[src/rtl/c64_bus_pkg.sv]
// Shared types and widths for the C64 bus scheduler.
package c64_bus_pkg;
  typedef enum logic [1:0] {IDLE, WARN, STEAL} state_t;

  localparam int DMA_LEN_W = 7;

  function automatic int tick_w(input int half_clks);
    return $clog2(2 * half_clks);
  endfunction
endpackage

[src/rtl/c64_bus_tick.sv]
// Bus-cycle tick counter and its decodes: phase, in-half position, cycle/half boundaries.
module c64_bus_tick
  import c64_bus_pkg::*;
#(
  parameter int HALF_CLKS = 8,
  parameter int TICK_W    = tick_w(HALF_CLKS)
) (
  input  logic              clk,
  input  logic              rst,
  output logic [TICK_W-1:0] htick,
  output logic              phi2_c,
  output logic              cycle_start_c,
  output logic              half_end,
  output logic              last_tick
);
  localparam logic [TICK_W-1:0] HALF  = TICK_W'(HALF_CLKS);
  localparam logic [TICK_W-1:0] HLAST = TICK_W'(HALF_CLKS - 1);
  localparam logic [TICK_W-1:0] LAST  = TICK_W'(2 * HALF_CLKS - 1);

  logic [TICK_W-1:0] tick;

  always_ff @(posedge clk or posedge rst) begin
    if (rst)            tick <= '0;
    else if (last_tick) tick <= '0;
    else                tick <= tick + 1'b1;
  end

  assign last_tick     = (tick == LAST);
  assign phi2_c        = (tick >= HALF);
  assign htick         = phi2_c ? (tick - HALF) : tick;
  assign half_end      = (tick == HLAST) || last_tick;
  assign cycle_start_c = (tick == '0);
endmodule

[src/rtl/c64_bus_sched.sv]
// C64 shared-bus scheduler: phi2/AECn/BA, DRAM RAS/CAS strobes and VIC cycle stealing.
// Optional RAS-only refresh scheduling is enabled by defining C64_BUS_REFRESH_EN.
module c64_bus_sched
  import c64_bus_pkg::*;
#(
  parameter int HALF_CLKS      = 8,
  parameter int RAS_TICK       = 2,
  parameter int CAS_TICK       = 4,
  parameter int WARN_CYCLES    = 3,
  parameter int LINE_CYCLES    = 63,
  parameter int REFRESH_START  = 11,
  parameter int REFRESH_CYCLES = 5
) (
  input  logic                 clk,
  input  logic                 rst,
  input  logic                 dma_req,
  input  logic [DMA_LEN_W-1:0] dma_len,
  output logic                 phi2,
  output logic                 AECn,
  output logic                 BA,
  output logic                 RASn,
  output logic                 CASn,
  output logic                 dma_active,
  output logic                 cycle_start,
  output logic [7:0]           refresh_row
);
  localparam int TICK_W = tick_w(HALF_CLKS);
  localparam int WARN_W = (WARN_CYCLES < 2) ? 1 : $clog2(WARN_CYCLES + 1);

  logic [TICK_W-1:0] htick;
  logic phi2_c, cycle_start_c, half_end, last_tick, refresh_cas;

  c64_bus_tick #(.HALF_CLKS(HALF_CLKS)) u_tick (
    .clk          (clk),
    .rst          (rst),
    .htick        (htick),
    .phi2_c       (phi2_c),
    .cycle_start_c(cycle_start_c),
    .half_end     (half_end),
    .last_tick    (last_tick)
  );

  state_t state, state_n;
  logic [WARN_W-1:0]    warn_cnt, warn_n;
  logic [DMA_LEN_W-1:0] steal_cnt, steal_n, len_q, len_n, len_eff;

  assign len_eff = (dma_len == '0) ? DMA_LEN_W'(1) : dma_len;

  always_ff @(posedge clk or posedge rst) begin
    if (rst) begin
      state     <= IDLE;
      warn_cnt  <= '0;
      steal_cnt <= '0;
      len_q     <= '0;
    end else begin
      state     <= state_n;
      warn_cnt  <= warn_n;
      steal_cnt <= steal_n;
      len_q     <= len_n;
    end
  end

  // Decisions are taken only on the last tick so every bus cycle has a single owner.
  always_comb begin
    state_n = state;
    warn_n  = warn_cnt;
    steal_n = steal_cnt;
    len_n   = len_q;
    if (last_tick) begin
      unique case (state)
        IDLE: if (dma_req) begin
          len_n = len_eff;
          if (WARN_CYCLES == 0) begin
            state_n = STEAL;
            steal_n = len_eff;
          end else begin
            state_n = WARN;
            warn_n  = WARN_W'(WARN_CYCLES);
          end
        end
        WARN: if (warn_cnt == WARN_W'(1)) begin
          state_n = STEAL;
          steal_n = len_q;
        end else begin
          warn_n = warn_cnt - 1'b1;
        end
        STEAL: if (steal_cnt == DMA_LEN_W'(1)) begin
          // Back-to-back grant keeps BA low; no second warning window.
          if (dma_req) steal_n = len_eff;
          else         state_n = IDLE;
        end else begin
          steal_n = steal_cnt - 1'b1;
        end
        default: state_n = IDLE;
      endcase
    end
  end

`ifdef C64_BUS_REFRESH_EN
  localparam int LINE_W = (LINE_CYCLES < 2) ? 1 : $clog2(LINE_CYCLES);

  logic [LINE_W-1:0] line_q;
  logic              in_refresh;

  assign in_refresh  = (line_q >= LINE_W'(REFRESH_START)) &&
                       (line_q <  LINE_W'(REFRESH_START + REFRESH_CYCLES));
  assign refresh_cas = in_refresh && !phi2_c;

  always_ff @(posedge clk or posedge rst) begin
    if (rst) begin
      line_q      <= '0;
      refresh_row <= 8'h00;
    end else begin
      if (last_tick)
        line_q <= (line_q == LINE_W'(LINE_CYCLES - 1)) ? '0 : line_q + 1'b1;
      if (half_end && refresh_cas)
        refresh_row <= refresh_row + 8'h01;
    end
  end
`else
  logic unused_refresh;

  // Refresh parameters and the half-end strobe only matter in the refresh build.
  assign unused_refresh = ^{half_end, LINE_CYCLES[0], REFRESH_START[0], REFRESH_CYCLES[0]};
  assign refresh_cas    = 1'b0;
  assign refresh_row    = 8'h00;
`endif

  always_ff @(posedge clk or posedge rst) begin
    if (rst) begin
      phi2        <= 1'b0;
      AECn        <= 1'b1;
      BA          <= 1'b1;
      RASn        <= 1'b1;
      CASn        <= 1'b1;
      dma_active  <= 1'b0;
      cycle_start <= 1'b0;
    end else begin
      phi2        <= phi2_c;
      AECn        <= !phi2_c || (state == STEAL);
      BA          <= (state == IDLE);
      RASn        <= (htick < TICK_W'(RAS_TICK));
      CASn        <= (htick < TICK_W'(CAS_TICK)) || refresh_cas;
      dma_active  <= (state == STEAL);
      cycle_start <= cycle_start_c;
    end
  end
endmodule
[config.mk]
export PLATFORM = sky130hd
export DESIGN_NAME = c64_bus_sched
export DESIGN_NICKNAME = d
export VERILOG_FILES = /design/src/rtl/c64_bus_pkg.sv /design/src/rtl/c64_bus_tick.sv /design/src/rtl/c64_bus_sched.sv
export SDC_FILE = /design/constraint.sdc
export NUM_CORES = 1
export LEC_CHECK = 0
export BUFFER_PORTS_ARGS = -buffer_cell sky130_fd_sc_hd__buf_4
export CAP_MARGIN = 20
export CORE_ASPECT_RATIO = 0.9
export CORE_MARGIN = 5
export CORE_UTILIZATION = 50
export CTS_CLUSTER_DIAMETER = 80
export DETAILED_ROUTE_END_ITERATION = 10
export GPL_ROUTABILITY_DRIVEN = 0
export PLACE_DENSITY = 0.71
export SYNTH_ARGS = -nofsm -noshare
export SYNTH_HDL_FRONTEND = slang
export SYNTH_SLANG_ARGS = --single-unit
[constraint.sdc]
create_clock -name clk -period 2 [get_ports clk]
set_input_delay 0.2 -clock clk [delete_from_list [all_inputs] [get_ports clk]]
set_output_delay 0.2 -clock clk [all_outputs]
set_load 0.01 [all_outputs]
# Word level (Yosys, flattened, before mapping)
# Cells that the tools add are included.
# op_classes
n_addsub,4
order_cmp,3
eq_ne,11
muxes,15
reduce_logical,11
# ops
op,count
7-bit 2-to-1 mux,4
7-bit case mux with 2 select lines,1
2-bit 2-to-1 mux,6
2-bit inequality test (second input constant),5
4-bit 2-to-1 mux,2
4-bit AND reduction,2
7-bit by 1-bit equality test with 1-bit output (second input constant),1
7-bit logical NOT,1
7-bit by 1-bit subtractor with 7-bit output (second input constant),1
2-bit case mux with 3 select lines,1
5-bit AND reduction,1
4-bit by 1-bit adder with 4-bit output (second input constant),1
2-bit by 1-bit equality test with 1-bit output (second input constant),2
4-bit equality test (second input constant),1
4-bit greater-or-equal comparator (second input constant),1
4-bit logical NOT,1
4-bit by 2-bit less-than comparator with 1-bit output (second input constant),1
4-bit by 3-bit less-than comparator with 1-bit output (second input constant),1
2-bit case mux with 2 select lines,1
2-bit nonzero test,2
4-bit subtractor (second input constant),1
3-bit inequality test (second input constant),1
3-bit AND reduction,1
2-bit equality test (second input constant),1
other kinds (4),4
# totals
regBits,29
output_inout_bits,15
elab_cells,56

# Longest topological paths before layout
# Gate-level depths: netlist (run 1).
# depth
word_depth,5
ltp_mapped,6
ltp_nobuf,6

# Modules after synthesis
# A second synthesis (run 1) with hierarchy kept.
# unflattened
cells_unflattened,161
area_unflattened_um2,1669.1
# modules_own_cells
module,instances,cells_per_inst,area_per_inst_um2,seq_area_each_um2
c64_bus_sched,1,138,1442.6,630.6
c64_bus_tick,1,23,226.5,100.1

# Least setup slack after synthesis (run 1)
# No wires, ideal clock.
# synth_path
kind,register to register
startpoint,register u_tick.tick[0]
endpoint,register steal_cnt[2]
arrival_time_ns,1.658
t_required_ns,1.875
setup_slack_ns,0.217
stages_incl_launch_ff,7
path_buffers,1
period_less_slack_ns,1.783
path_cell_list,dfrtp_1 -> ha_1 -> and4b_1 -> and3_1 -> buf_2 -> nor2_4 -> mux2_2
# synth_via
elab_chain_len,2
# synth_lines
element,line_no,source
from (decl),c64_bus_tick.sv:20,logic [TICK_W-1:0] tick;
from (signal assigned),c64_bus_tick.sv:25,else tick <= tick + 1'b1;
4-bit equality test,c64_bus_tick.sv:28,assign last_tick = (tick == LAST);
4-bit AND reduction (no source line),--,
to (signal assigned),c64_bus_sched.sv:58,steal_cnt <= steal_n;
to (decl),c64_bus_sched.sv:45,"logic [DMA_LEN_W-1:0] steal_cnt, steal_n, len_q, len_n, len_eff;"
# Every way passes these cells.
# A chain may end at the register's enable or synchronous reset.

# Worst setup path after layout (run 1)
# layout_path
startpoint,register u_tick.tick[0]
endpoint,register len_q[6]
# layout_via
elab_chain_len,2
# layout_lines
element,line_no,source
4-bit equality test,c64_bus_tick.sv:28,
3-bit AND reduction (no source line),--,
to (signal assigned),c64_bus_sched.sv:59,len_q <= len_n;
to (decl),c64_bus_sched.sv:45,
# Every way passes these cells.

==> flow_metrics.py, run 1 <==
metrics = {
    "detailed_routing": {
        "drtIter0Drc": 92,
        "viasPerCell": 5.45,
        "dr.pass1.iters": 4,
        "drc": 0,
        "routedWlPerCell_um": 15.0,
        "via_count": 1177,
        "antenna_left": 0,
        "finalWirelength_mm": 3.24,
    },
    "outcome": {
        "status": "completed",
    },
    "yosys": {
        "synth_mux_area_frac": 0.0827,
        "ys_warn_count": 0,
        "synth_area_leaders": "dfrtp_1 (39%), dfstp_2 (6.6%), mux2_1 (4.2%)",
        "syn-instance-count": 151,
        "synthXorXnorAreaFrac": 0.0218,
        "synth_simple_gate_area_frac": 0.150,
        "synth_top_cell_area_share": 0.390,
        "synth_commonest_cells": "dfrtp_1 (25), a21oi_1 (10), nor2_1 (10), nand2_1 (9)",
        "ys.flop_type": "dfrtp_1",
        "synth_seq_cells": 29,
        "syn_avg_cell_area_um2": 10.6,
        "ys_types": 51,
        "synth_compound_area_frac": 0.161,
        "post_synth_instance_area_um2": 1600,
        "synthAdderAreaFrac": 0.0390,
        "yosysMostFrequentCell": "dfrtp_1",
        "async_flop_share": 1.00,
        "synth-edff-count": 0,
        "yosysSeqAreaShare": 0.456,
        "synth_top_area_cell": "dfrtp_1",
        "synth_top_family_by_area": "compound AO/OA/AOI/OAI gates",
    },
    "sta": {
        "period_share": 0.942,
        "finClkSkew_ns": 0.0111,
        "max_freq_ghz": 0.531,
        "setup_violations": 0,
        "rsz0062_at_grt": "false",
        "setup_tns_ns": 0,
        "drv_slew": 0,
        "hold_viol": 0,
        "min_period_ns": 1.88,
    },
    "finish": {
        "diodes": 0,
        "drive_gt1_frac": 0.264,
        "areaGrowthSynthToFinish_pct": 14.0,
        "seq_area_um2": 731,
        "multi_input_area_um2": 774,
        "final_cells": 216,
        "final_nets": 188,
        "fin_area_um2": 1830,
        "final_util": 0.596,
        "n_fill_cell": 261,
    },
    "clocking": {
        "h-tree-depth": 2,
        "post_cts_buffers": 0,
        "clockBufferDepth": 2,
        "clk_pin_slew_ns": 0.10,
        "clkLatencyLatePin_ns": 0.33,
        "clockRootBuffer": "clkbuf_4",
        "cts_tree": "yes",
        "numCtsBuffers": 5,
        "cts.sinks": 29,
    },
    "grt": {
        "grt_max_degree": 30,
        "grt_pass1_vias": 1211,
        "grt.total_usage": 0.162,
        "grt_pass1_wl_mm": 5.75,
        "overflow": 0,
        "grt_antenna_before_repair": 0,
    },
    "critical_path": {
        "crit_path_max_incr_delay_ns": 0.43,
        "path_cells": "ha_1 -> and4b_1 -> and3b_1 -> mux2_1",
        "crit_path_start_kind": "flip-flop",
        "critPathCaptureType": "flip-flop",
        "crit_type": "reg2reg",
        "crit_required_ns": 2.21,
        "cp_max_fo": 8,
        "slowest_stage": "and3b_1",
        "cp.arrival_ns": 2.10,
    },
    "placed_design": {
        "dp_hpwl_mm": 2.41,
        "dpl-instance-area_um2": 1740,
        "dp.cells": 207,
        "port_buffers": 16,
    },
    "floorplanning": {
        "die-area_um2": 4440,
        "core_area_um2": 3070,
        "rows": 19,
        "die_w_um": 69.7,
        "initial_utilization": 0.523,
        "ios": 25,
        "die_h_um": 63.7,
    },
    "power": {
        "p_leak_nw": 0.858,
        "ir_worst_vdd_uv": 345,
        "p_per_area_nw_per_um2": 555,
        "total_power_mw": 1.02,
    },
    "hold_path": {
        "worstHoldPathType": "in2reg",
    },
    "flow_run": {
        "maxCapViolCount": 0,
    },
}
==> worst paths after layout <==
| kind | startpoint | to | slack (ns) | cells past startpoint |
|---|---|---|---|---|
| min | dma_len[3] | len_q[3]$_DFFE_PP0P_ | 0.11 | 2 |
| max in group asynchronous | rst | RASn$_DFF_PP1_ | 1.20 | 4 |
| min in group asynchronous | rst | steal_cnt[4]$_DFFE_PP0P_ | 0.49 | 4 |
| min reg2reg | u_tick.tick[1]$_DFF_PP0_ | RASn$_DFF_PP1_ | 0.47 | 1 |
| max reg2reg | u_tick.tick[0]$_DFF_PP0_ | len_q[6]$_DFFE_PP0P_ | 0.12 | 4 |
| max | u_tick.tick[0]$_DFF_PP0_ | len_q[6]$_DFFE_PP0P_ | 0.12 | 4 |
==> placed cells by master, fill, tap and decap left out, types with 3 or more instances in the layout <==
master	instances
dfrtp_1	25
buf_4	22
a21oi_1	10
nor2_1	10
nand2_1	9
inv_1	8
conb_1	8
mux2_1	6
ha_1	5
clkbuf_4	5
dfstp_2	4
mux2_2	4
o21ai_1	4
o31ai_1	3
nor3_1	3
==> registers in the layout, indices dropped and copies added, names as in the netlist, 2 cells and up <==
name / cells
steal_cnt: 7
warn_cnt: 2
u_tick.tick: 4
state: 2
len_q: 7
==> power breakdown <==
group          internal [mW]  switching (mW)
Combinational         0.0160          0.0285
Clock                  0.171           0.214
Sequential             0.586               0
Total                  0.773           0.242
==> worst max-delay path: cells and delay by family (launching register included) <==
family	cells	cell delay [ns]
flip-flops	1	0.40
multiplexers	1	0.37
AND/OR/NAND/NOR	2	0.73
adder cells (fa/ha/maj)	1	0.25
==> cell type report <==
cell class,instances,share of cell area
tap,42,0.0287
multi-input combinational,106,0.424
clock inverter,2,0.00753
sequential,29,0.400
clock buffer,6,0.0281
timing repair buffer,23,0.0958
inverter,8,0.0164
==> routing by layer <==
layer | routed length, um | track usage | vias up
met5 | 0 | 0 | -
met4 | 46 | 0.0431 | 0
met3 | 189 | 0.0517 | 6
met2 | 1450 | 0.260 | 32
met1 | 1550 | 0.213 | 564
li1 | - | - | 575
==> per-stage QoR <==
| stage | setup WS [ns] | hold slack, ns |
|---|---|---|
| 3_5_place_dp | 0.0961 | 0.306 |
| 3_3_place_gp | 0.177 | 0.290 |
| 5_1_grt | 0.000488 | 0.0949 |
| 4_1_cts | 0.0749 | 0.0990 |
| 6_report | 0.117 | 0.109 |
| 2_1_floorplan | 0.217 | 0.275 |
==> what timing repair did <==
action / in CTS / in global routing
resized for setup: 0 / 3
setup endpoints to repair: 0 / 4
hold buffers: 1 / 0
hold endpoints to repair: 25 / 0
==> kinds of logic after synthesis <==
family | after synthesis
buf+inv | 23
xor+xnor | 4
fa+ha+maj | 5
mux | 12
simple gates | 40
flops | 29
other cells | 1
compound gates | 37
Note: power is estimated with default switching activity, not from simulation.
==> inputs of run 2 (changes only) <==
--- a/config.mk
+++ b/config.mk
@@ -10,6 +10,7 @@
 export CORE_ASPECT_RATIO = 0.9
 export CORE_MARGIN = 5
 export CORE_UTILIZATION = 50
+export CTS_BUF_LIST = sky130_fd_sc_hd__clkbuf_16
 export CTS_CLUSTER_DIAMETER = 80
 export DETAILED_ROUTE_END_ITERATION = 10
 export GPL_ROUTABILITY_DRIVEN = 0
==> flow_metrics.py, run 2 (synthesis results as in run 1) <==
metrics = {
    "outcome": {
        "status": "completed",
    },
    "clocking": {
        "h-tree-depth": 2,
        "cts_hold_buffers": 0,
        "clk_pin_slew_ns": 0.05,
        "clkLatencyLatePin_ns": 0.27,
        "cts.sinks": 29,
        "numCtsBuffers": 5,
        "clockBufferDepth": 2,
        "cts_tree": "yes",
        "clockRootBuffer": "clkbuf_16",
    },
    "critical_path": {
        "crit_path_start": "u_tick.tick[0]$_DFF_PP0_",
        "critPathCaptureType": "flip-flop",
        "r2r_start": "u_tick.tick[0]$_DFF_PP0_",
        "cp.arrival_ns": 2.00,
        "crit_type": "reg2reg",
        "crit_path_start_kind": "flip-flop",
        "crit_required_ns": 2.15,
        "cp_max_fo": 8,
    },
    "power": {
        "comb_power_share": 0.032,
        "ir_worst_vdd_uv": 482,
        "p_switching_uw": 278,
        "clkPwrFrac": 0.527,
        "p_sw_frac": 0.208,
        "seq_power_share": 0.440,
        "p_per_area_nw_per_um2": 705,
        "intPower_mw": 1.06,
        "p_leak_nw": 0.887,
    },
    "sta": {
        "worst_slack_ns": 0.144,
        "rsz0062_at_grt": "false",
        "setup_tns_ns": 0,
        "finClkSkew_ns": 0.00426,
        "period_share": 0.928,
        "setup_violations": 0,
        "min_period_ns": 1.86,
        "hold_viol": 0,
        "hold_ws_ns": 0.000914,
        "max_freq_ghz": 0.539,
        "drv_slew": 0,
    },
    "detailed_routing": {
        "dr.pass1.iters": 4,
        "antenna_left": 0,
        "viasPerCell": 5.47,
        "via_count": 1175,
        "drc": 0,
        "finalWirelength_mm": 3.27,
        "routedWlPerCell_um": 15.2,
        "drtIter0Drc": 80,
    },
    "flow_run": {
        "maxCapViolCount": 0,
    },
    "grt": {
        "grt_pass1_wl_mm": 5.77,
        "overflow": 0,
        "grt_pass1_vias": 1210,
        "grt.total_usage": 0.163,
        "grt_max_degree": 30,
        "grt_antenna_before_repair": 0,
    },
    "finish": {
        "final_cells": 215,
        "layout_common_cells": "dfrtp_1 (25), buf_4 (22), a21oi_1 (10), nor2_1 (10), nand2_1 (9)",
        "final_common_cell": "dfrtp_1",
        "fin_area_um2": 1900,
        "n_fill_cell": 244,
        "areaGrowthSynthToFinish_pct": 18.2,
        "drive_gt1_frac": 0.260,
        "diodes": 0,
        "reg_top3": "len_q (7), steal_cnt (7), u_tick.tick (4)",
        "final_nets": 187,
    },
    "floorplanning": {
        "initial_utilization": 0.523,
        "core_area_um2": 3070,
        "die_h_um": 63.7,
        "die-area_um2": 4440,
        "rows": 19,
        "die_w_um": 69.7,
        "ios": 25,
    },
    "placed_design": {
        "dp.cells": 207,
        "dp_slack_ns": 0.0961,
        "port_buffers": 16,
        "dpl-instance-area_um2": 1740,
        "dp_hpwl_mm": 2.41,
    },
    "hold_path": {
        "worstHoldPathType": "in2async",
    },
}
-- run 2: cell types whose count changed in the layout (fill, tap and decap cells not counted) --
cell,before,now
clkbuf_16,0,5
clkbuf_4,5,0
clkinv_1,0,1
clkbuf_8,1,0
dlygate4sd3_1,1,0
-- run 2: routing by layer --
layer | up-vias | global-route usage | wire (um)
li1 | 566 | - | -
met1 | 576 | 0.211 | 1520
met2 | 29 | 0.262 | 1520
met3 | 4 | 0.0517 | 192
met4 | 0 | 0.0502 | 25
met5 | - | 0 | 0
-- run 2: timing repair --
item                       4_1_cts  5_1_grt
buffers inserted                 0        0
gates resized for setup          0        3
setup endpoints to repair        0        4
-- run 2: critical path, stage by stage, from the launching register on --
cell	delay [ns]
dfrtp_1	0.39
ha_1	0.25
and4b_1	0.30
and3b_1	0.42
mux2_1	0.37
-- run 2: final timing paths --
path	end	slack (ns)	cells past startpoint
max	len_q[6]$_DFFE_PP0P_	0.14	4
min	steal_cnt[4]$_DFFE_PP0P_	0.0009	3
max reg2reg	len_q[6]$_DFFE_PP0P_	0.14	4
min reg2reg	RASn$_DFF_PP1_	0.46	1
max in group asynchronous	BA$_DFF_PP1_	1.69	3
min in group clk	len_q[3]$_DFFE_PP0P_	0.17	2
-- run 2: final cells by class --
| cell class | instances | area, um2 | share of cell area |
|---|---|---|---|
| sequential | 29 | 731 | 0.385 |
| timing repair buffer | 22 | 165 | 0.0871 |
| clock buffer | 5 | 125 | 0.0660 |
| multi-input combinational | 106 | 774 | 0.409 |
| tap | 42 | 52.6 | 0.0277 |
| inverter | 8 | 30.0 | 0.0158 |
| clock inverter | 3 | 17.5 | 0.00924 |
-- run 2: power groups by stage --
stage | clock network [mW] | logic (mW) | registers [mW]
after CTS | 0.729 | 0.0427 | 0.588
after global placement | 0 | 0.0419 | 0.598
after global routing | 0.754 | 0.0493 | 0.587
after detailed placement | 0 | 0.0424 | 0.598
final | 0.704 | 0.0431 | 0.588
after floorplan | 0 | 0.0302 | 0.598
-- run 2: per-stage QoR --
step,power [mW],util
4_1_cts,1.36,0.613
6_report,1.34,0.618
3_5_place_dp,0.640,0.567
5_1_grt,1.39,0.618
3_3_place_gp,0.639,0.567
2_1_floorplan,0.628,-
==> inputs of run 3 (changes only) <==
--- a/config.mk
+++ b/config.mk
@@ -7,14 +7,16 @@
 export LEC_CHECK = 0
 export BUFFER_PORTS_ARGS = -buffer_cell sky130_fd_sc_hd__buf_4
 export CAP_MARGIN = 20
+export CELL_PAD_IN_SITES_DETAIL_PLACEMENT = 0
+export CELL_PAD_IN_SITES_GLOBAL_PLACEMENT = 2
 export CORE_ASPECT_RATIO = 0.9
 export CORE_MARGIN = 5
-export CORE_UTILIZATION = 50
+export CORE_UTILIZATION = 36
 export CTS_BUF_LIST = sky130_fd_sc_hd__clkbuf_16
 export CTS_CLUSTER_DIAMETER = 80
 export DETAILED_ROUTE_END_ITERATION = 10
 export GPL_ROUTABILITY_DRIVEN = 0
-export PLACE_DENSITY = 0.71
+export PLACE_DENSITY = 0.78
 export SYNTH_ARGS = -nofsm -noshare
 export SYNTH_HDL_FRONTEND = slang
 export SYNTH_SLANG_ARGS = --single-unit
==> flow_metrics.py, run 3 (synthesis results as in run 1) <==
metrics = {
    "floorplanning": {
        "initial_utilization": 0.367,
        "die-area_um2": 5890,
        "die_h_um": 73.3,
        "die_w_um": 80.4,
        "ios": 25,
        "rows": 23,
        "core_area_um2": 4370,
    },
    "power": {
        "p_sw_frac": 0.186,
        "seq_power_share": 0.406,
        "ir_worst_vdd_uv": 382,
        "comb_power_share": 0.030,
        "p_per_area_nw_per_um2": 742,
        "p_leak_nw": 0.912,
        "p_switching_uw": 269,
        "intPower_mw": 1.18,
        "clkPwrFrac": 0.564,
    },
    "clocking": {
        "post_cts_buffers": 0,
        "cts_tree": "yes",
        "cts.sinks": 29,
        "clk_pin_slew_ns": 0.05,
        "numCtsBuffers": 5,
        "clkLatencyLatePin_ns": 0.27,
        "h-tree-depth": 2,
        "clockRootBuffer": "clkbuf_16",
        "clockBufferDepth": 2,
    },
    "sta": {
        "slew_headroom": 0.631,
        "setup_violations": 0,
        "worst_slack_ns": 0.104,
        "rsz0062_at_grt": "false",
        "finClkSkew_ns": 0.00599,
        "max_slew.worst_pin.slew_ns": 0.553,
        "max_freq_ghz": 0.528,
        "drv_slew": 0,
        "setup_tns_ns": 0,
        "period_share": 0.948,
        "hold_viol": 0,
        "min_period_ns": 1.90,
    },
    "detailed_routing": {
        "antenna_left": 0,
        "routedWlPerCell_um": 15.5,
        "top_layer_used": "met4",
        "finalWirelength_mm": 3.68,
        "m1WireLength_mm": 1.60,
        "via_count": 1189,
        "wl_met3_um": 162,
        "dr_wl_met2_mm": 1.84,
        "dr.pass1.iters": 4,
        "viasPerCell": 5.00,
        "drc": 0,
        "drtIter0Drc": 44,
    },
    "placed_design": {
        "dpl-instance-area_um2": 1790,
        "dp_slack_ns": 0.133,
        "dp_hpwl_mm": 2.70,
        "port_buffers": 16,
        "dp.cells": 230,
    },
    "critical_path": {
        "path_cells": "ha_1 -> nor3b_2 -> a211oi_2 -> nor2_4 -> mux2_2",
        "crit_path_start_kind": "flip-flop",
        "crit_path_max_incr_delay_ns": 0.52,
        "cp.arrival_ns": 2.05,
        "cp_max_fo": 7,
        "crit_type": "reg2reg",
        "critPathCaptureType": "flip-flop",
        "slowest_stage": "a211oi_2",
        "crit_required_ns": 2.15,
    },
    "finish": {
        "layout_common_cells": "dfrtp_1 (25), buf_4 (25), a21oi_1 (10), nor2_1 (10)",
        "reg_top3": "len_q (7), steal_cnt (7), u_tick.tick (4)",
        "multi_input_area_um2": 764,
        "n_fill_cell": 444,
        "diodes": 0,
        "final_util": 0.447,
        "areaGrowthSynthToFinish_pct": 21.8,
        "final_cells": 238,
        "drive_gt1_frac": 0.267,
        "final_nets": 190,
        "fin_area_um2": 1950,
        "seq_area_um2": 731,
    },
    "grt": {
        "grt_antenna_before_repair": 0,
        "grt.total_usage": 0.143,
        "grt_pass1_wl_mm": 6.27,
        "grt_max_degree": 30,
        "grt_pass1_vias": 1286,
        "overflow": 0,
    },
    "flow_run": {
        "maxCapViolCount": 0,
    },
    "hold_path": {
        "worstHoldPathType": "in2async",
    },
    "outcome": {
        "status": "completed",
    },
}
run 3: cell types whose count changed in the layout (fill, tap and decap cells not counted), sizes merged:
| cell | change |
|---|---|
| buf | +3 |
| clkinv | -2 |
| bufinv | +1 |
| inv | +1 |
run 3: cell type report:
cell class | instances | area share
well taps | 62 | 0.0397
clock inverters | 3 | 0.0198
multi-input cells | 106 | 0.391
flip-flops and latches | 29 | 0.374
inverters | 8 | 0.0154
repair buffers | 25 | 0.0960
clock buffers | 5 | 0.0640
run 3: worst paths after layout:
check                                         startpoint                       end  slack, ns  cells after the start
worst min register to register  u_tick.tick[1]$_DFF_PP0_            RASn$_DFF_PP1_       0.47                      1
worst min-delay path                                 rst      len_q[3]$_DFFE_PP0P_     0.0004                      3
max in group asynchronous                            rst            RASn$_DFF_PP1_       1.68                      3
worst max-delay path            steal_cnt[0]$_DFFE_PP0P_  steal_cnt[3]$_DFFE_PP0P_       0.10                      5
min in group clk                              dma_len[3]      len_q[3]$_DFFE_PP0P_       0.17                      2
worst max register to register  steal_cnt[0]$_DFFE_PP0P_  steal_cnt[3]$_DFFE_PP0P_       0.10                      5
run 3: timing repair:
action	4_1_cts	5_1_grt
resized for setup	0	1
hold buffers	0	0
endpoints found under the setup margin	0	3
run 3: through the flow:
step	power [mW]	hold slack (ns)
global route	1.51	0.0427
floorplan	0.628	0.275
CTS	1.47	0.0136
finish	1.45	0.000382
detailed placement	0.641	0.304
global placement	0.641	0.297
run 3: per-layer routing:
layer  track usage  vias up
met5             0        -
met4        0.0807        0
met3        0.0404        6
met2         0.236       25
met1         0.167      584
li1              -      574
run 3: critical path: cells and delay by family (launching register included):
kind	cells	cell delay, ns
AO/OA/AOI/OAI	1	0.52
multiplexers	1	0.29
adder cells (fa/ha/maj)	1	0.26
flip-flops	1	0.42
AND/OR/NAND/NOR	2	0.28
run 3: power groups by stage:
stage | sequential, mW | combinational (mW) | clock (mW)
after floorplan | 0.598 | 0.0302 | 0
after global placement | 0.598 | 0.0436 | 0
after detailed placement | 0.598 | 0.0439 | 0
after CTS | 0.588 | 0.0439 | 0.838
after global routing | 0.588 | 0.0503 | 0.873
final | 0.588 | 0.0440 | 0.818
